==> src/rtl/pwm_pkg.sv <==
// Shared definitions for the PWM burst generator and its upstream counter.
// Holds default widths and the burst FSM state type.
package pwm_pkg;

    localparam int CONT_W_DEF = 5;
    localparam int NPER_W_DEF = 8;

    typedef enum logic [1:0] {
        IDLE  = 2'd0,
        ARMED = 2'd1,
        RUN   = 2'd2,
        DONE  = 2'd3
    } state_t;

endpackage

==> src/rtl/gerador_pwm_duty_shadow.sv <==
// Double-buffered duty register with a valid/ready input handshake.
// Ports: duty_i/valid_i/ready_o (handshake), load_i (boundary), active_o.
import pwm_pkg::*;

module duty_shadow #(
    parameter int DUTY_W = CONT_W_DEF + 1
) (
    input  logic              clk,
    input  logic              reset,
    input  logic [DUTY_W-1:0] duty_i,
    input  logic              valid_i,
    output logic              ready_o,
    input  logic              load_i,
    output logic [DUTY_W-1:0] active_o
);

    logic [DUTY_W-1:0] shadow_q, shadow_d;
    logic [DUTY_W-1:0] active_q, active_d;
    logic              pend_q, pend_d;
    logic              xfer;

    assign ready_o  = !pend_q;
    assign active_o = active_q;
    assign xfer     = valid_i && !pend_q;

    // A transfer in the same cycle as a boundary with nothing
    // pending only fills the shadow; it goes live one boundary later.
    always_comb begin
        shadow_d = shadow_q;
        active_d = active_q;
        pend_d   = pend_q;
        if (load_i && pend_q) begin
            active_d = shadow_q;
            pend_d   = 1'b0;
        end
        if (xfer) begin
            shadow_d = duty_i;
            pend_d   = 1'b1;
        end
    end

    always_ff @(posedge clk) begin
        if (reset) begin
            shadow_q <= '0;
            active_q <= '0;
            pend_q   <= 1'b0;
        end else begin
            shadow_q <= shadow_d;
            active_q <= active_d;
            pend_q   <= pend_d;
        end
    end

endmodule

==> src/rtl/gerador_pwm.sv <==
// PWM burst generator driven by the contador counter outputs.
// Ports: contagem/fim in, duty handshake, start/n_periodos, pwm_out/ocupado/concluido.
import pwm_pkg::*;

module gerador_pwm #(
    parameter int CONT_W = CONT_W_DEF,
    parameter int NPER_W = NPER_W_DEF,
    parameter int DUTY_W = CONT_W + 1
) (
    input  logic              clk,
    input  logic              reset,
    input  logic [CONT_W-1:0] contagem,
    input  logic              fim,
    input  logic [DUTY_W-1:0] duty_in,
    input  logic              duty_valid,
    output logic              duty_ready,
    input  logic              start,
    input  logic [NPER_W-1:0] n_periodos,
    output logic              pwm_out,
    output logic              ocupado,
    output logic              concluido
);

    state_t            state_q, state_d;
    logic [NPER_W-1:0] cnt_q, cnt_d;
    logic [NPER_W-1:0] nlat_q, nlat_d;
    logic              pwm_q, pwm_d;
    logic              ocup_q, ocup_d;
    logic              conc_q, conc_d;
    logic              load;
    logic [DUTY_W-1:0] active;

    duty_shadow #(
        .DUTY_W (DUTY_W)
    ) u_shadow (
        .clk      (clk),
        .reset    (reset),
        .duty_i   (duty_in),
        .valid_i  (duty_valid),
        .ready_o  (duty_ready),
        .load_i   (load),
        .active_o (active)
    );

    always_comb begin
        state_d = state_q;
        cnt_d   = cnt_q;
        nlat_d  = nlat_q;
        load    = 1'b0;
        conc_d  = 1'b0;
        unique case (state_q)
            IDLE: begin
                if (start) begin
                    if (n_periodos != '0) begin
                        nlat_d  = n_periodos;
                        state_d = ARMED;
                    end else begin
                        conc_d = 1'b1;
                    end
                end
            end
            ARMED: begin
                if (fim) begin
                    load    = 1'b1;
                    cnt_d   = '0;
                    state_d = RUN;
                end
            end
            RUN: begin
                if (fim) begin
                    if (cnt_q == nlat_q - NPER_W'(1)) begin
                        state_d = DONE;
                    end else begin
                        cnt_d = cnt_q + NPER_W'(1);
                        load  = 1'b1;
                    end
                end
            end
            DONE: begin
                state_d = IDLE;
            end
            default: begin
                state_d = IDLE;
            end
        endcase
        // Status outputs are registered from the next state so they
        // line up with the state they describe.
        if (state_d == DONE) begin
            conc_d = 1'b1;
        end
        ocup_d = (state_d == ARMED) || (state_d == RUN);
        pwm_d  = (state_q == RUN) && (DUTY_W'(contagem) < active);
    end

    always_ff @(posedge clk) begin
        if (reset) begin
            state_q <= IDLE;
            cnt_q   <= '0;
            nlat_q  <= '0;
            pwm_q   <= 1'b0;
            ocup_q  <= 1'b0;
            conc_q  <= 1'b0;
        end else begin
            state_q <= state_d;
            cnt_q   <= cnt_d;
            nlat_q  <= nlat_d;
            pwm_q   <= pwm_d;
            ocup_q  <= ocup_d;
            conc_q  <= conc_d;
        end
    end

    assign pwm_out   = pwm_q;
    assign ocupado   = ocup_q;
    assign concluido = conc_q;

endmodule

==> config.mk <==
export PLATFORM = sky130hd
export DESIGN_NAME = gerador_pwm
export DESIGN_NICKNAME = d
export VERILOG_FILES = /design/src/rtl/pwm_pkg.sv /design/src/rtl/gerador_pwm_duty_shadow.sv /design/src/rtl/gerador_pwm.sv
export SDC_FILE = /design/constraint.sdc
export NUM_CORES = 1
export LEC_CHECK = 0
export CORE_ASPECT_RATIO = 1.1
export CORE_MARGIN = 4
export CORE_UTILIZATION = 40
export DETAILED_ROUTE_END_ITERATION = 6
export DONT_BUFFER_PORTS = 1
export PLACE_DENSITY_LB_ADDON = 0.12
export SETUP_SLACK_MARGIN = 0.02
export SLEW_MARGIN = 20
export SYNTH_ARGS = -nofsm -noshare
export SYNTH_HDL_FRONTEND = slang
export SYNTH_SLANG_ARGS = --single-unit
==> constraint.sdc <==
create_clock -name clk -period 3 [get_ports clk]
set_clock_uncertainty 0.15 [all_clocks]
set_input_delay 0.75 -clock clk [delete_from_list [all_inputs] [get_ports clk]]
set_output_delay 0.75 -clock clk [all_outputs]
set_load 0.05 [all_outputs]
# == Word level (Yosys, flattened, before mapping) ==
# Cells that the tools add are included.
# word_totals
ff_bits,34
in_bits,24
output_inout_bits,4
elab_cells,53
# classes
addsub,2
n_lt_le_gt_ge,1
n_eq_ne,10
n_mux,20
n_reduce_logical,11
# op_table
op,count
8-bit two-way mux,3
8-bit case mux with 2 select lines,1
2-bit two-way mux,5
1-bit two-way mux,9
"8-bit by 1-bit adder with 8-bit output, second input constant",1
"2-bit == test, second input constant",4
8-bit == test,1
2-bit case mux with 4 select lines,1
8-bit nonzero test,1
"8-bit by 1-bit subtractor with 8-bit output, second input constant",1
5-bit by 6-bit < comparator with 1-bit output,1
"2-bit inequality test, second input constant",3
"2-bit by 1-bit == test with 1-bit output, second input constant",2
4-bit AND reduction,1
2-bit nonzero test,2
1-bit logical AND,3
3-bit AND reduction,1
2-bit logical NOT,1
1-bit case mux with 2 select lines,1
1-bit logical NOT,1
1-bit logical OR,1

# == Logic depth before layout (Yosys ltp) ==
# Gate-level depths: netlist (run 1).
# depth
depth_word,8
depth_mapped,10
ltp_nobuf,10

# == By module ==
# Synthesis (run 1) repeated with hierarchy kept, for this count alone.
# hier_totals
cells_unflattened,213
hier_area_um2,1899.3
# modules_own_cells
mod,n_inst,cells_per_inst,area_each_um2,seq_area_each_um2
gerador_pwm,1,161,1341.3,420.4
duty_shadow,1,52,558.0,260.2

# == Worst setup path before layout (run 1) ==
# OpenSTA, ideal clock, no wires.
# synth_timing
path_kind,input -> register
from,in n_periodos[3]
to,reg ocup_q (netlist: ocupado)
setup_ps,128
arrival_ps,2336
required_time_ps,2722
slack_ps,386
stages,7
path_buffers,1
cell_sequence,or4_1 nor2_1 or2_2 clkbuf_1 o311ai_1 ha_1 nor2b_1
# synth_via
elab_chain_len,6
elab_cells_between_ends,7
cone_classes,2 x eq/ne; 3 x mux; 2 x reduce/logical
# synth_rtl
element,line,rtl
start: declaration,gerador_pwm.sv:18,"input logic [NPER_W-1:0] n_periodos,"
8-bit nonzero test (*),gerador_pwm.sv:54,if (n_periodos != '0) begin
2-bit two-way mux (*),gerador_pwm.sv:54,
2-bit two-way mux (*),gerador_pwm.sv:53,if (start) begin
2-bit case mux with 4 select lines (*),gerador_pwm.sv:51,unique case (state_q)
via state_d[0],gerador_pwm.sv:24,"state_t state_q, state_d;"
2-bit by 1-bit == test with 1-bit output / 2-bit == test (equally long branches),gerador_pwm.sv:91,ocup_d = (state_d == ARMED) || (state_d == RUN);
1-bit logical OR (*),gerador_pwm.sv:91,
via ocup_d,gerador_pwm.sv:28,"logic ocup_q, ocup_d;"
end signal: assignment,gerador_pwm.sv:108,ocup_q <= ocup_d;
end: declaration,gerador_pwm.sv:28,
# The timed path passes the listed nets; every way through them passes the cells marked *.
# A chain may end at the register's enable or synchronous reset.

# == Worst setup path after layout (run 1) ==
# layout_timing
from,reg nlat_q[0]
to,reg ocup_q (netlist: ocupado)
# layout_via
elab_chain_len,7
elab_cells_between_ends,8
cone_classes,1 x add/sub; 3 x eq/ne; 3 x mux; 1 x reduce/logical
# layout_rtl
element,line,rtl
start: declaration,gerador_pwm.sv:26,"logic [NPER_W-1:0] nlat_q, nlat_d;"
start signal: assignment,gerador_pwm.sv:106,nlat_q <= nlat_d;
8-bit by 1-bit subtractor with 8-bit output (*),gerador_pwm.sv:71,if (cnt_q == nlat_q - NPER_W'(1)) begin
8-bit == test (*),gerador_pwm.sv:71,
2-bit two-way mux (*),gerador_pwm.sv:71,
2-bit two-way mux (*),gerador_pwm.sv:70,if (fim) begin
2-bit case mux with 4 select lines (*),gerador_pwm.sv:51,
via state_d[0],gerador_pwm.sv:24,
2-bit by 1-bit == test with 1-bit output / 2-bit == test (equally long branches),gerador_pwm.sv:91,
1-bit logical OR (*),gerador_pwm.sv:91,
via ocup_d,gerador_pwm.sv:28,
# Marks and branches as above.

==> reports/qor.csv, run 1 <==
metric,value,unit
Overflow after GRT,0,
hold buffer count at CTS,0,
DP Wirelength,3140,um
cell internal pwr,872,uW
Synth Area in Simple Gates,23.7,%
endpoints failing setup,0,
Synth Area in Adders,6.85,%
switching share of power,25.0,%
Power Total,1.16,mW
placed cells,261,
initial core utilization,42.0,%
Placer Congestion,0.895,
clock slew at reported path FFs,0.07,ns
die width,72.4,um
Pleak,0.725,nW
"area leader, netlist",dfxtp_1,
I/O Buffers,0,
Critical Path RT,3.04,ns
first-pass GRT wire length,7030,um
largest net degree at the start of global routing,22,
Root Buffer,clkbuf_8,
share of power burned in combinational logic,12.9,%
Vias per Instance,5.53,
total core area,0.00435,mm2
antenna violations before repair,0,
Syn-to-layout area delta,9.73,%
routed len/inst,15.0,um
"Top FF cell, synth",dfxtp_1,
"commonest non-fill, non-tap cell in the layout",dfxtp_1,
Post-Syn Instances,216,
Final Worst Setup Slack,0.283,ns
CTS tree,yes,
power per cell area,580,mW/mm2
Post-synth ARST share,0,%
io pins,28,
Syn Nets,250,
post-route ant nets,0,
CP Class,reg -> reg,
"Min Clock Period, post-route",2.72,ns
syn_area_per_cell,8.45,um2
period utilisation layout,90.6,%
worst vdd ir,341,uV
Seq pwr share,43.4,%
max-capacitance violation count,0,
number of global-route vias before repair,1482,
clk_lat worst skew,0.29,ns
fmax,368,MHz
"leading cell types in the layout, fill and taps excluded","dfxtp_1 (34), nand2_1 (33), nor2_1 (15)",
XOR/XNOR share of the synthesized area,3.84,%
chip height,78.9,um
Total Routed Length,4030,um
crit path capture type,register,
Worst-Margin Slew,0.642,ns
DP Worst Slack,0.199,ns
critical path arrival,2.75,ns
clock power share,43.7,%
setup_tns,0,ns
clock buffer depth,2,
drt pass-1 iters,4,
DR vias,1488,
drt drc,0,
Worst Hold Class,reg -> reg,
Post-CTS Resized,0,
CTS buffer count,5,
Num Clock Sinks,34,
status,"finished, final reports clean",
CP max FO,5,
n_diodes,0,
Post-synth EDFFs,0,
mux cell area share after synthesis,6.58,%
largest family of logic cells by synthesized area,simple AND/OR/NAND/NOR gates,
GRT Overall Usage,15.9,%
fin. max-slew vios,0,
site row count,25,
synth warn,0,
"Setup Fix Bufs, Post-CTS",0,
H-tree lvl count,2,
Synth area leaders,"dfxtp_1 (37%), ha_1 (6.9%), nand2_1 (6.8%)",
"Seq/Total Area, Yosys",37.3,%
DR iter-0 viols,73,
final net count,248,
share of the synthesized area in the top cell type,37.3,%
Rel. slew slack,57.1,%
Post-Syn Area,0.00183,mm2
Layout Cells excl Fill,269,
filler cell count,436,
Fin. Hold Viols,0,
compound-gate portion of the synthesized area,16.9,%
final core utilization,46.1,%
element type at the critical path start,register,
share of cells above drive strength 1,8.84,%
setup repair after global routing missed its margin,false,
Switch Pwr,290,uW
Synth cell types,52,
full die area,0.00571,mm2
synthesized flop and latch total,34,
worst reg-to-reg setup slack,0.28,ns
-- cell type report --
cell class              instances  area, um2  area share [%]
repair buffers                  1       7.51           0.375
inverters                      11       41.3            2.06
well taps                      54       67.6            3.37
clock buffers                   5       68.8            3.44
multi-input cells             161       1070            53.3
clock inverters                 3       68.8            3.44
flip-flops and latches         34        681            34.0
-- registers in the layout, indices dropped and copies added, names as in the netlist --
register	count
u_shadow.shadow_q	6
state_q	2
u_shadow.active_o	6
concluido	1
nlat_q	8
cnt_q	8
pwm_out	1
ocupado	1
u_shadow.pend_q	1
-- power by group through the flow --
| stage | Clock (mW) | Sequential [mW] | Combinational (mW) |
|---|---|---|---|
| floorplan | 0 | 0.508 | 0.125 |
| global placement | 0 | 0.514 | 0.142 |
| detailed placement | 0 | 0.515 | 0.148 |
| CTS | 0.523 | 0.504 | 0.148 |
| global route | 0.547 | 0.508 | 0.173 |
| finish | 0.509 | 0.504 | 0.150 |
-- synthesized netlist by cell type (2+ instances only) --
master	number
or3_1	3
a21o_1	3
a32oi_1	2
inv_1	10
xnor2_1	6
nand3_1	6
a22oi_1	2
nor3_1	2
ha_1	10
nand2b_1	5
a31oi_1	3
mux2i_1	12
clkbuf_1	7
o22ai_1	2
nor4_1	3
o21ai_0	8
dfxtp_1	34
xor2_1	2
or2_2	2
nor2_1	15
or4_1	2
nand2_1	33
nor2b_1	3
and2_1	2
o2111a_1	2
a21oi_1	11
-- cells by family after synthesis --
group | Yosys count
DFF | 34
muxes | 12
AOI/OAI and AO/OA | 45
buffers and inverters | 21
xor gates and xnor gates | 8
and+or+nand+nor | 86
adders and majority gates | 10
-- worst paths after layout --
path                     endpoint                 start  depth (start not counted)
max reg2reg               ocupado             nlat_q[0]                          9
max                       ocupado             nlat_q[0]                          9
min          u_shadow.active_o[5]  u_shadow.active_o[5]                          2
min reg2reg  u_shadow.active_o[5]  u_shadow.active_o[5]                          2
-- per-stage QoR --
step           cell area [um2]  hold WS [ns]
5_1_grt                   2000         0.340
3_5_place_dp              1850         0.301
6_report                  2000         0.309
2_1_floorplan             1830         0.285
3_3_place_gp              1850         0.298
4_1_cts                   1990         0.315
-- critical path, stage by stage (launching register included) --
cell	delay, ns
dfxtp_1	0.36
inv_1	0.07
ha_1	0.19
nor3b_2	0.24
or4b_1	0.49
nand3_1	0.13
nand3_1	0.18
o311ai_1	0.39
ha_1	0.29
nor2b_1	0.13
-- layer usage --
layer / part of all wire (%) / routed length (um) / up-vias / global-route usage, %
li1: - / - / 761 / -
met2: 54 / 2190 / 22 / 27.6
met5: 0 / 0 / - / 0
met1: 42 / 1680 / 701 / 18.2
met4: 1.5 / 60 / 0 / 7.20
met3: 2.4 / 97 / 4 / 4.05
Power figures use the tool's default switching activity.
==> inputs of run 2 (changes only) <==
--- a/config.mk
+++ b/config.mk
@@ -5,11 +5,14 @@
 export SDC_FILE = /design/constraint.sdc
 export NUM_CORES = 1
 export LEC_CHECK = 0
+export CELL_PAD_IN_SITES_DETAIL_PLACEMENT = 1
+export CELL_PAD_IN_SITES_GLOBAL_PLACEMENT = 1
 export CORE_ASPECT_RATIO = 1.1
 export CORE_MARGIN = 4
 export CORE_UTILIZATION = 40
 export DETAILED_ROUTE_END_ITERATION = 6
 export DONT_BUFFER_PORTS = 1
+export GPL_TIMING_DRIVEN = 0
 export PLACE_DENSITY_LB_ADDON = 0.12
 export SETUP_SLACK_MARGIN = 0.02
 export SLEW_MARGIN = 20
==> run 2 against run 1 <==
  * Final cell count rose by 3.0%
  * Setup slack lost 0.060 ns
  * Power fell by 16%
  * Sequential power is essentially flat
  * Design area decreased by 0.75%
  * Hold slack gained 0.0082 ns
  * Sequential share of layout area up 0.26 points
  * First-iteration DRC count grew 2.7%
  * Count of clock-buffer cells in the layout is 2 higher
  * Die area did not move
  * Routed wire length is 13% higher
  * Critical endpoint unchanged
  * Largest cell class unchanged
==> reports/qor.csv, run 2 (synthesis results as in run 1) <==
metric,value,unit,change
io pins,28,,unchanged
I/O Buffers,0,,unchanged
element type at the critical path start,register,,
DR vias,1569,,+5.4%
chip height,78.9,um,unchanged
GRT Overall Usage,17.3,%,+1.4 points
"Setup Fix Bufs, Post-CTS",0,,unchanged
post-route ant nets,0,,unchanged
fmax,360,MHz,-2.2%
total core area,0.00435,mm2,unchanged
largest net degree at the start of global routing,11,,-50%
power per cell area,492,mW/mm2,-15%
Pleak,0.712,nW,-1.7%
Num Clock Sinks,34,,unchanged
"leading cell types in the layout, fill and taps excluded","dfxtp_1 (34), nand2_1 (33), nor2_1 (15)",,
max-capacitance violation count,0,,unchanged
endpoints failing setup,0,,unchanged
die width,72.4,um,unchanged
clock buffer depth,2,,unchanged
final net count,257,,+3.6%
Seq. cell area,681,um2,unchanged
critical path arrival,2.77,ns,+0.02 ns
antenna violations before repair,0,,unchanged
number of global-route vias before repair,1692,,+14%
"Min Clock Period, post-route",2.78,ns,+0.0599 ns
CTS buffer count,5,,unchanged
Placer Congestion,0.811,,-9.4%
Worst-Margin Slew,0.573,ns,-0.0684 ns
Syn-to-layout area delta,8.91,%,
H-tree lvl count,2,,unchanged
initial core utilization,42.0,%,unchanged
clk_lat worst skew,0.28,ns,about the same
Fin. Hold Viols,0,,unchanged
crit path capture type,register,,
CTS tree,yes,,
"Cell Area, Placed",0.00189,mm2,+2.1%
CP Class,reg -> reg,,
DP Wirelength,3600,um,+15%
CP max FO,5,,unchanged
Overflow after GRT,0,,unchanged
area taken by multi-input logic gates,0.00108,mm2,+0.70%
Critical Path RT,3.00,ns,-0.04 ns
fin. max-slew vios,0,,unchanged
drt pass-1 iters,4,,unchanged
Largest regs,"cnt_q: 8 flops, nlat_q: 8 flops",,
setup repair after global routing missed its margin,false,,
share of cells above drive strength 1,8.07,%,-0.77 points
DR iter-0 viols,75,,+2.7%
setup_tns,0,ns,unchanged
routed len/inst,16.5,um,+10%
clock slew at reported path FFs,0.07,ns,about the same
status,"finished, final reports clean",,
site row count,25,,unchanged
Worst Hold Class,reg -> reg,,
Rel. slew slack,61.4,%,+4.2 points
full die area,0.00571,mm2,unchanged
n_diodes,0,,unchanged
drt drc,0,,unchanged
Root Buffer,clkbuf_8,,
Total Routed Length,4580,um,+13%
period utilisation layout,92.5,%,+2.0 points
filler cell count,534,,+22%
Vias per Instance,5.66,,+2.4%
worst vdd ir,192,uV,-44%
finished layout cell area,0.00199,mm2,-0.75%
"commonest non-fill, non-tap cell in the layout",dfxtp_1,,
first-pass GRT wire length,7750,um,+10%
[run 2: changes by cell type in the layout (fill, tap and decap cells not counted)]
cell and change:
buf_1 +1, clkbuf_1 +9, o311ai_2 +1, clkinv_4 -1, buf_2 +1, buf_4 -1, buf_6 +1, bufinv_16 -2
o311ai_1 -1
[run 2: through the flow]
step                util [%]  hold slack [ns]  instances  total power, mW  worst slack [ns]
global route            45.7            0.342        277             1.04            0.0705
floorplan                  -            0.285        216            0.634             0.386
detailed placement      43.5            0.313        270            0.670            0.0823
global placement        43.5            0.301        270            0.662             0.138
finish                  45.7            0.317        277            0.978             0.224
CTS                     45.3            0.323        277            0.981            0.0541
[run 2: area by class of cell]
| cell class | count | area share [%] |
|---|---|---|
| Sequential cell | 34 | 34.2 |
| Clock buffer | 7 | 3.84 |
| Inverter | 11 | 2.08 |
| Tap cell | 54 | 3.40 |
| Buffer | 10 | 2.33 |
| Multi-Input combinational cell | 161 | 54.1 |
[run 2: timing repair]
action	4_1_cts	5_1_grt
setup endpoints to repair	0	2
gates resized for setup	0	3
hold buffers	0	0
[run 2: final timing paths]
path	startpoint	to	slack [ns]	cells past startpoint
setup / recovery	nlat_q[0]	ocupado	0.22	9
hold / removal	u_shadow.active_o[4]	u_shadow.active_o[4]	0.32	2
setup reg to reg	nlat_q[0]	ocupado	0.22	9
hold reg to reg	u_shadow.active_o[4]	u_shadow.active_o[4]	0.32	2
[run 2: layer usage]
layer / up-vias / routed length, um / track usage, % / share of wire (%)
li1: 777 / - / - / -
met5: - / 0 / 0 / 0
met1: 762 / 1850 / 18.5 / 40
met2: 23 / 2510 / 32.4 / 55
met4: 0 / 53 / 5.54 / 1.2
met3: 7 / 161 / 4.68 / 3.5
[run 2: worst max-delay path: stages, from the launching register on]
cell and delay (ns):
dfxtp_1 0.36, inv_1 0.08, ha_1 0.18, nor3b_2 0.23
or4b_1 0.49, nand3_1 0.13, nand3_1 0.24, o311ai_2 0.37
ha_1 0.28, nor2b_1 0.13
[run 2: report_power, final]
part | switching [mW] | total, mW | internal [mW]
Clock | 0.154 | 0.314 | 0.160
Combinational | 0.0911 | 0.159 | 0.0683
Sequential | 0.0321 | 0.505 | 0.473
Total | 0.277 | 0.978 | 0.701
==> inputs of run 3 (changes only) <==
--- a/config.mk
+++ b/config.mk
@@ -10,6 +10,7 @@
 export CORE_ASPECT_RATIO = 1.1
 export CORE_MARGIN = 4
 export CORE_UTILIZATION = 40
+export CTS_BUF_LIST = sky130_fd_sc_hd__clkbuf_8
 export DETAILED_ROUTE_END_ITERATION = 6
 export DONT_BUFFER_PORTS = 1
 export GPL_TIMING_DRIVEN = 0
==> constraint.sdc (replaced) <==
create_clock -name clk -period 3 [get_ports clk]
set_clock_uncertainty 0.15 [all_clocks]
set_input_delay 0.75 -clock clk [delete_from_list [all_inputs] [get_ports clk]]
set_output_delay 0.75 -clock clk [all_outputs]
set_load 0.02 [all_outputs]
==> run 3 against run 2 <==
  * Sequential power down 2%
  * Die area unchanged
  * Sequential share of layout area unchanged
  * Hold slack about the same
  * Combinational power about the same
  * Design area unchanged
  * Critical path type unchanged
  * Largest cell class unchanged
  * Highest routed layer unchanged
==> reports/qor.csv, run 3 (synthesis results as in run 1) <==
metric,value,unit,change
status,"finished, final reports clean",,
first-pass GRT wire length,7750,um,unchanged
share of cells above drive strength 1,8.07,%,unchanged
Num Clock Sinks,34,,unchanged
Overflow after GRT,0,,unchanged
element type at the critical path start,register,,
Fin. Hold Viols,0,,unchanged
"leading cell types in the layout, fill and taps excluded","dfxtp_1 (34), nand2_1 (33), nor2_1 (15)",,
clk_lat worst skew,0.28,ns,about the same
largest net degree at the start of global routing,11,,unchanged
finished layout cell area,0.00199,mm2,unchanged
Syn-to-layout area delta,8.91,%,unchanged
DP Wirelength,3600,um,unchanged
drt pass-1 iters,4,,unchanged
"Setup Fix Bufs, Post-CTS",0,,unchanged
grt met3 use,4.68,%,unchanged
Total Routed Length,4570,um,-0.15%
worst r2r path cells,9,,unchanged
Rel. slew slack,61.2,%,-0.16 points
Pleak,0.721,nW,+1.2%
period utilisation layout,92.4,%,-0.18 points
clock buffer depth,2,,unchanged
Placer Congestion,0.811,,unchanged
Root Buffer,clkbuf_8,,
fmax,361,MHz,+0.20%
io pins,28,,unchanged
antenna violations before repair,0,,unchanged
switching share of power,27.9,%,-0.45 points
"Endpoint, Worst Hold",u_shadow.active_o[4],,
Critical Path Slowest Stage Cell,or4b_1,,
routed len/inst,16.5,um,-0.15%
Largest regs,"cnt_q: 8 flops, nlat_q: 8 flops",,
worst r2r src,nlat_q[0],,
clock power share,32.0,%,about the same
post-route ant nets,0,,unchanged
Switch Pwr,268,uW,-3.1%
H-tree lvl count,2,,unchanged
cell internal pwr,694,uW,-0.97%
clock slew at reported path FFs,0.07,ns,about the same
number of global-route vias before repair,1692,,unchanged
total core area,0.00435,mm2,unchanged
n_diodes,0,,unchanged
Final Worst Setup Slack,0.229,ns,+0.00547 ns
I/O Buffers,0,,unchanged
Worst Hold Class,reg -> reg,,
filler cell count,534,,unchanged
DP Worst Slack,0.0823,ns,unchanged
critical path arrival,2.77,ns,about the same
r2r endpoint,ocupado,,
full die area,0.00571,mm2,unchanged
busiest grt layer,met2,,
fin. max-slew vios,0,,unchanged
CP Class,reg -> reg,,
DR vias,1567,,-0.13%
max-capacitance violation count,0,,unchanged
share of power burned in combinational logic,16.3,%,about the same
grt met2 use,32.4,%,unchanged
"commonest non-fill, non-tap cell in the layout",dfxtp_1,,
setup_tns,0,ns,unchanged
GRT Overall Usage,17.3,%,unchanged
"Cell Area, Placed",0.00189,mm2,unchanged
Seq pwr share,51.6,%,about the same
CP Cell Sequence,inv_1 > ha_1 > nor3b_2 > or4b_1 > nand3_1 > nand3_1 > o311ai_2 > ha_1 > nor2b_1,,
"CP delay by family, top",simple AND/OR/NAND/NOR gates,,
Critical Path RT,3.00,ns,about the same
die width,72.4,um,unchanged
chip height,78.9,um,unchanged
hold path cells,2,,unchanged
M1 GR Usage,18.5,%,unchanged
drt drc,0,,unchanged
endpoints failing setup,0,,unchanged
CTS tree,yes,,
hold_sp,u_shadow.active_o[4],,
Worst-Margin Slew,0.576,ns,+0.00232 ns
"Min Clock Period, post-route",2.77,ns,-0.00547 ns
CTS buffer count,5,,unchanged
CP max FO,5,,unchanged
setup repair after global routing missed its margin,false,,
site row count,25,,unchanged
crit path capture type,register,,
worst reg-to-reg setup slack,0.23,ns,about the same
initial core utilization,42.0,%,unchanged
power per cell area,484,mW/mm2,-1.6%
DR iter-0 viols,75,,unchanged
final net count,257,,unchanged
worst vdd ir,192,uV,-0.12%
crit-path max cell delay,0.49,ns,about the same
Vias per Instance,5.66,,-0.13%
sum of buffers and inverters on the critical path,1,,unchanged
[run 3: through the flow]
step / instances / total power [mW] / util, % / hold WS, ns
floorplan: 216 / 0.624 / - / 0.285
global placement: 270 / 0.652 / 43.5 / 0.301
detailed placement: 270 / 0.660 / 43.5 / 0.313
CTS: 277 / 0.965 / 45.3 / 0.323
global route: 277 / 1.02 / 45.7 / 0.342
finish: 277 / 0.962 / 45.7 / 0.317
[run 3: worst max-delay path by stage]
stage / from / to / slack, ns / cells past startpoint
finish: nlat_q[0] / ocupado / 0.23 / 9
floorplan: n_periodos[3] / ocupado / 0.39 / 7
global placement: nlat_q[0] / ocupado / 0.14 / 9
detailed placement: nlat_q[0] / ocupado / 0.08 / 9
CTS: nlat_q[0] / ocupado / 0.05 / 9
global route: nlat_q[0] / ocupado / 0.07 / 9
[run 3: final cells by class]
class | instances | area (um2) | area share (%)
Tap cell | 54 | 67.6 | 3.40
Multi-Input combinational cell | 161 | 1080 | 54.1
Inverter | 11 | 41.3 | 2.08
Clock inverter | 2 | 7.51 | 0.378
Sequential cell | 34 | 681 | 34.2
Clock buffer | 5 | 68.8 | 3.46
Buffer | 10 | 46.3 | 2.33
[run 3: layer usage]
layer	vias to the layer above	wire length (um)	part of all wire [%]
li1	777	-	-
met4	0	53	1.2
met3	7	154	3.4
met2	20	2520	55
met1	763	1840	40
met5	-	0	0
[run 3: what timing repair did]
item / CTS / global route
endpoints found under the hold margin: 0 / 0
hold buffers: 0 / 0
endpoints found under the setup margin: 0 / 2
resized for setup: 0 / 3
[run 3: power by group through the flow]
stage | logic [mW] | clock network, mW | registers, mW
after CTS | 0.154 | 0.313 | 0.497
after detailed placement | 0.153 | 0 | 0.507
after global placement | 0.146 | 0 | 0.505
final | 0.157 | 0.308 | 0.497
after global routing | 0.178 | 0.342 | 0.500
after floorplan | 0.123 | 0 | 0.501
[run 3: tightest hold or removal path, stage by stage (launching register included)]
cell and delay [ns]:
dfxtp_1 0.31, nand2_1 0.05, mux2i_1 0.06
==> RTL edit 1: new RTL, config.mk and constraints of run 1 <==
Register the output `pwm_out` once more; this adds one clock of latency there. The other outputs are not delayed to match.
--- a/src/rtl/gerador_pwm.sv
+++ b/src/rtl/gerador_pwm.sv
@@ -111,5 +111,7 @@
     end
 
-    assign pwm_out   = pwm_q;
+    always_ff @(posedge clk) begin
+        pwm_out <= pwm_q;
+    end
     assign ocupado   = ocup_q;
     assign concluido = conc_q;
Check against the original RTL: not equivalent (Yosys sat finds a counterexample within 4 cycles, from zero or initial values and one cycle with reset high).
==> RTL edit 1 against run 1 <==
  * Largest power group is now registers
  * Critical path type unchanged
  * Non-clock buffer count did not move
  * Worst setup slack got worse by 0.027 ns
  * Area after synthesis rose by 1.1%
  * Critical endpoint unchanged
  * First-iteration DRC count rose by 5.5%
  * Synthesized cell count rose by 0.46%
  * Design area rose by 0.94%
  * Sequential cell count rose by 1
  * Wire length rose by 2.7%
  * Via count rose by 1.3%
  * Total power rose by 0.99%
==> RTL edit 1: results <==
export IMPL_detailed_place_hpwl_um=3200
export IMPL_final_layout_size_suffix_gt1_share_pct=8.80
export IMPL_top_regs="cnt_q x8, nlat_q x8"
export IMPL_worstReg2RegStart="nlat_q[0]"
export IMPL_ir_worst_vdd_mv=0.234
export IMPL_routedWlPerCell_um=15.3
export IMPL_cts_max_level=2
export IMPL_grt_use_met2_pct=27.4
export IMPL_power_switching_mw=0.290
export IMPL_grt_pass1_wl_um=7290
export IMPL_synth_fa_ha_area_share_pct=6.78
export IMPL_clockRootBuffer="clkbuf_8"
export IMPL_hold_start="pwm_q"
export IMPL_gp_congestion=0.914
export IMPL_whs_ns=0.180
export IMPL_dr_wl_met3_um=168
export IMPL_routed_via_count=1508
export IMPL_synth_common_cells="35 x dfxtp_1, 33 x nand2_1, 15 x nor2_1"
export IMPL_antenna_found_initial=0
export IMPL_tightestPinTransition_ns=0.700
export IMPL_hold_path_depth=0
export IMPL_status="complete, no violations"
export IMPL_met1_length_um=1780
export IMPL_power_leakage_nw=0.729
export IMPL_routed_wl_met2_um=2130
export IMPL_synth_xor_area_share_pct=3.80
export IMPL_drtIter0Drc=77
export IMPL_p_clk_share_pct=43.0
export IMPL_synth_compound_area_share_pct=16.7
export IMPL_firstDrtPassIters=4
export IMPL_grt_pass1_vias=1570
export IMPL_whs_endpoint="pwm_out"
export IMPL_combinationalPower_mw=0.151
export IMPL_seq_area_frac_synth_pct=38.0
export IMPL_grtUsageTotal_pct=15.9
export IMPL_worstHoldPathType="reg -> reg"
export IMPL_synth_area_top_cells="dfxtp_1 38%, ha_1 6.8%, nand2_1 6.7%"
export IMPL_synthMuxAreaShare_pct=6.51
export IMPL_r2r_end="ocupado"
export IMPL_critPathArrivalTime_ns=2.78
export IMPL_yosys_cell_types_count=52
export IMPL_regToRegSetupSlack_ns=0.26
export IMPL_gr_usage_met1_pct=18.7
export IMPL_final_net_count=249
export IMPL_synth_top_flop_cell="dfxtp_1"
[RTL edit 1: cell types whose count changed after synthesis]
cell / change
dfxtp_1: +1
[RTL edit 1: final cells by class]
type | instances | area, µm²
fillers | 452 | 2360
multi-input cells | 161 | 1070
flip-flops and latches | 35 | 701
clock buffers | 5 | 68.8
clock inverters | 3 | 67.6
well taps | 54 | 67.6
inverters | 11 | 41.3
repair buffers | 1 | 7.51
[RTL edit 1: how the worst max path moves through the flow]
stage	startpoint	to	slack, ns	cells after the start
floorplan	n_periodos[3]	ocupado	0.39	7
global placement	nlat_q[0]	ocupado	0.30	9
detailed placement	nlat_q[0]	ocupado	0.19	9
CTS	nlat_q[0]	ocupado	0.15	9
global route	nlat_q[0]	ocupado	0.08	9
finish	nlat_q[0]	ocupado	0.26	9
[RTL edit 1: worst max-delay path: stages (launching register included)]
cell,delay [ns]
dfxtp_1,0.36
inv_1,0.08
ha_1,0.18
nor3b_2,0.24
or4b_1,0.50
nand3_1,0.14
nand3_1,0.20
o311ai_1,0.39
ha_1,0.29
nor2b_1,0.12
[RTL edit 1: metrics by stage]
stage | cell area, µm² | setup slack (ns) | power, mW | std cells | util, %
after CTS | 2010 | 0.151 | 1.19 | 270 | 45.9
after global placement | 1870 | 0.304 | 0.670 | 262 | 42.8
final | 2020 | 0.256 | 1.17 | 270 | 46.2
after detailed placement | 1870 | 0.189 | 0.678 | 262 | 42.8
after floorplan | 1850 | 0.386 | 0.648 | 217 | -
after global routing | 2020 | 0.0844 | 1.23 | 270 | 46.2
[RTL edit 1: what timing repair did]
item	4_1_cts	5_1_grt
gates resized for setup	0	2
setup endpoints to repair	0	2
buffers inserted	0	0
[RTL edit 1: cell families after synthesis]
family,Yosys count
compound gates,45
xor+xnor,8
fa+ha+maj,10
buf+inv,21
flops,35
mux,12
simple gates,86
==> RTL edit 2: new RTL, flow settings as in run 1 <==
Made on the original files. The package constant `CONT_W_DEF` goes from 5 to 10.
--- a/src/rtl/pwm_pkg.sv
+++ b/src/rtl/pwm_pkg.sv
@@ -3,5 +3,5 @@
 package pwm_pkg;
 
-    localparam int CONT_W_DEF = 5;
+    localparam int CONT_W_DEF = 10;
     localparam int NPER_W_DEF = 8;
 
Interface: changed (resized contagem and duty_in); port bits go from 28 to 38. The function was not compared with the original's and may differ.
==> RTL edit 2 against run 1 <==
  * Design area increased by 30%
  * Total power increased by 7.6%
  * Sequential cell count increased by 10
  * Area after synthesis increased by 32%
  * Combinational power increased by 7%
  * Critical path depth increased by 1
  * Worst setup slack got worse by 0.0041 ns
  * Wire length increased by 17%
==> RTL edit 2: results <==
export IMPL_cpMaxStageDelayCell="or3b_2"
export IMPL_whs_ns=0.304
export IMPL_critPathArrivalTime_ns=2.77
export IMPL_grt_pass1_wl_um=8160
export IMPL_grt_max_degree=57
export IMPL_ir_worst_vdd_mv=0.292
export IMPL_detailed_place_hpwl_um=3580
export IMPL_status="complete, no violations"
export IMPL_synth_area_top_cells="dfxtp_1 36%, mux2i_1 9.9%, ha_1 7.8%"
export IMPL_grt_pass1_vias=1801
export IMPL_whs_endpoint="u_shadow.shadow_q[8]"
export IMPL_grtUsageTotal_pct=14.4
export IMPL_async_flop_share_pct=0
export IMPL_yosys_cell_types_count=43
export IMPL_power_leakage_nw=0.948
export IMPL_met1_length_um=2000
export IMPL_routed_via_density=5.12
export IMPL_dr_wl_met3_um=215
export IMPL_portBuffers=0
export IMPL_synth_common_cells="44 x dfxtp_1, 36 x nand2_1, 25 x nand2b_1"
export IMPL_drtIter0Drc=43
export IMPL_hold_start="u_shadow.shadow_q[8]"
export IMPL_p_clk_share_pct=36.4
export IMPL_final_net_count=330
export IMPL_fill_cells=629
export IMPL_synth_fa_ha_area_share_pct=7.77
export IMPL_gp_congestion=0.725
export IMPL_synthMuxAreaShare_pct=9.95
export IMPL_gr_usage_met1_pct=16.3
export IMPL_slew_headroom_pct=51.1
export IMPL_cp_slowest_stage_delay_ns=0.49
export IMPL_synth_compound_area_share_pct=13.3
export IMPL_grt_use_met2_pct=26.1
export IMPL_synth_xor_area_share_pct=2.90
export IMPL_reg2reg_depth=10
export IMPL_final_layout_size_suffix_gt1_share_pct=7.45
export IMPL_cp_top_family="simple AND/OR/NAND/NOR gates"
export IMPL_routed_wl_met2_um=2470
export IMPL_seq_area_frac_synth_pct=36.5
export IMPL_use_met3_pct=4.23
export IMPL_routedWlPerCell_um=13.2
export IMPL_crit_path_max_fanout=7
export IMPL_power_switching_mw=0.321
[RTL edit 2: changes by cell type after synthesis, moves of 4 or more]
cell	run 1	this run
nand2b_1	5	25
a21oi_1	11	23
mux2i_1	12	24
dfxtp_1	34	44
inv_1	10	18
ha_1	10	15
clkbuf_1	7	11
nor2_1	15	19
[RTL edit 2: through the flow]
step	power (mW)	setup slack, ns	std cells	instance area [µm²]
global route	1.32	0.0766	359	2600
CTS	1.27	0.0982	357	2580
finish	1.25	0.279	359	2600
floorplan	0.789	0.393	282	2410
detailed placement	0.811	0.134	349	2470
global placement	0.810	0.228	349	2470
[RTL edit 2: layout make-up]
cell class,instances,share of cell area (%)
Clock buffer,5,2.65
Clock inverter,3,1.64
Inverter,18,2.60
Multi-Input combinational cell,208,54.4
Sequential cell,44,33.9
Tap cell,77,3.71
Timing Repair Buffer,4,1.15
[RTL edit 2: worst min-delay path: stages, from the launching register on]
cell and delay [ns]:
dfxtp_1 0.32, nand2_1 0.05, a21oi_1 0.05
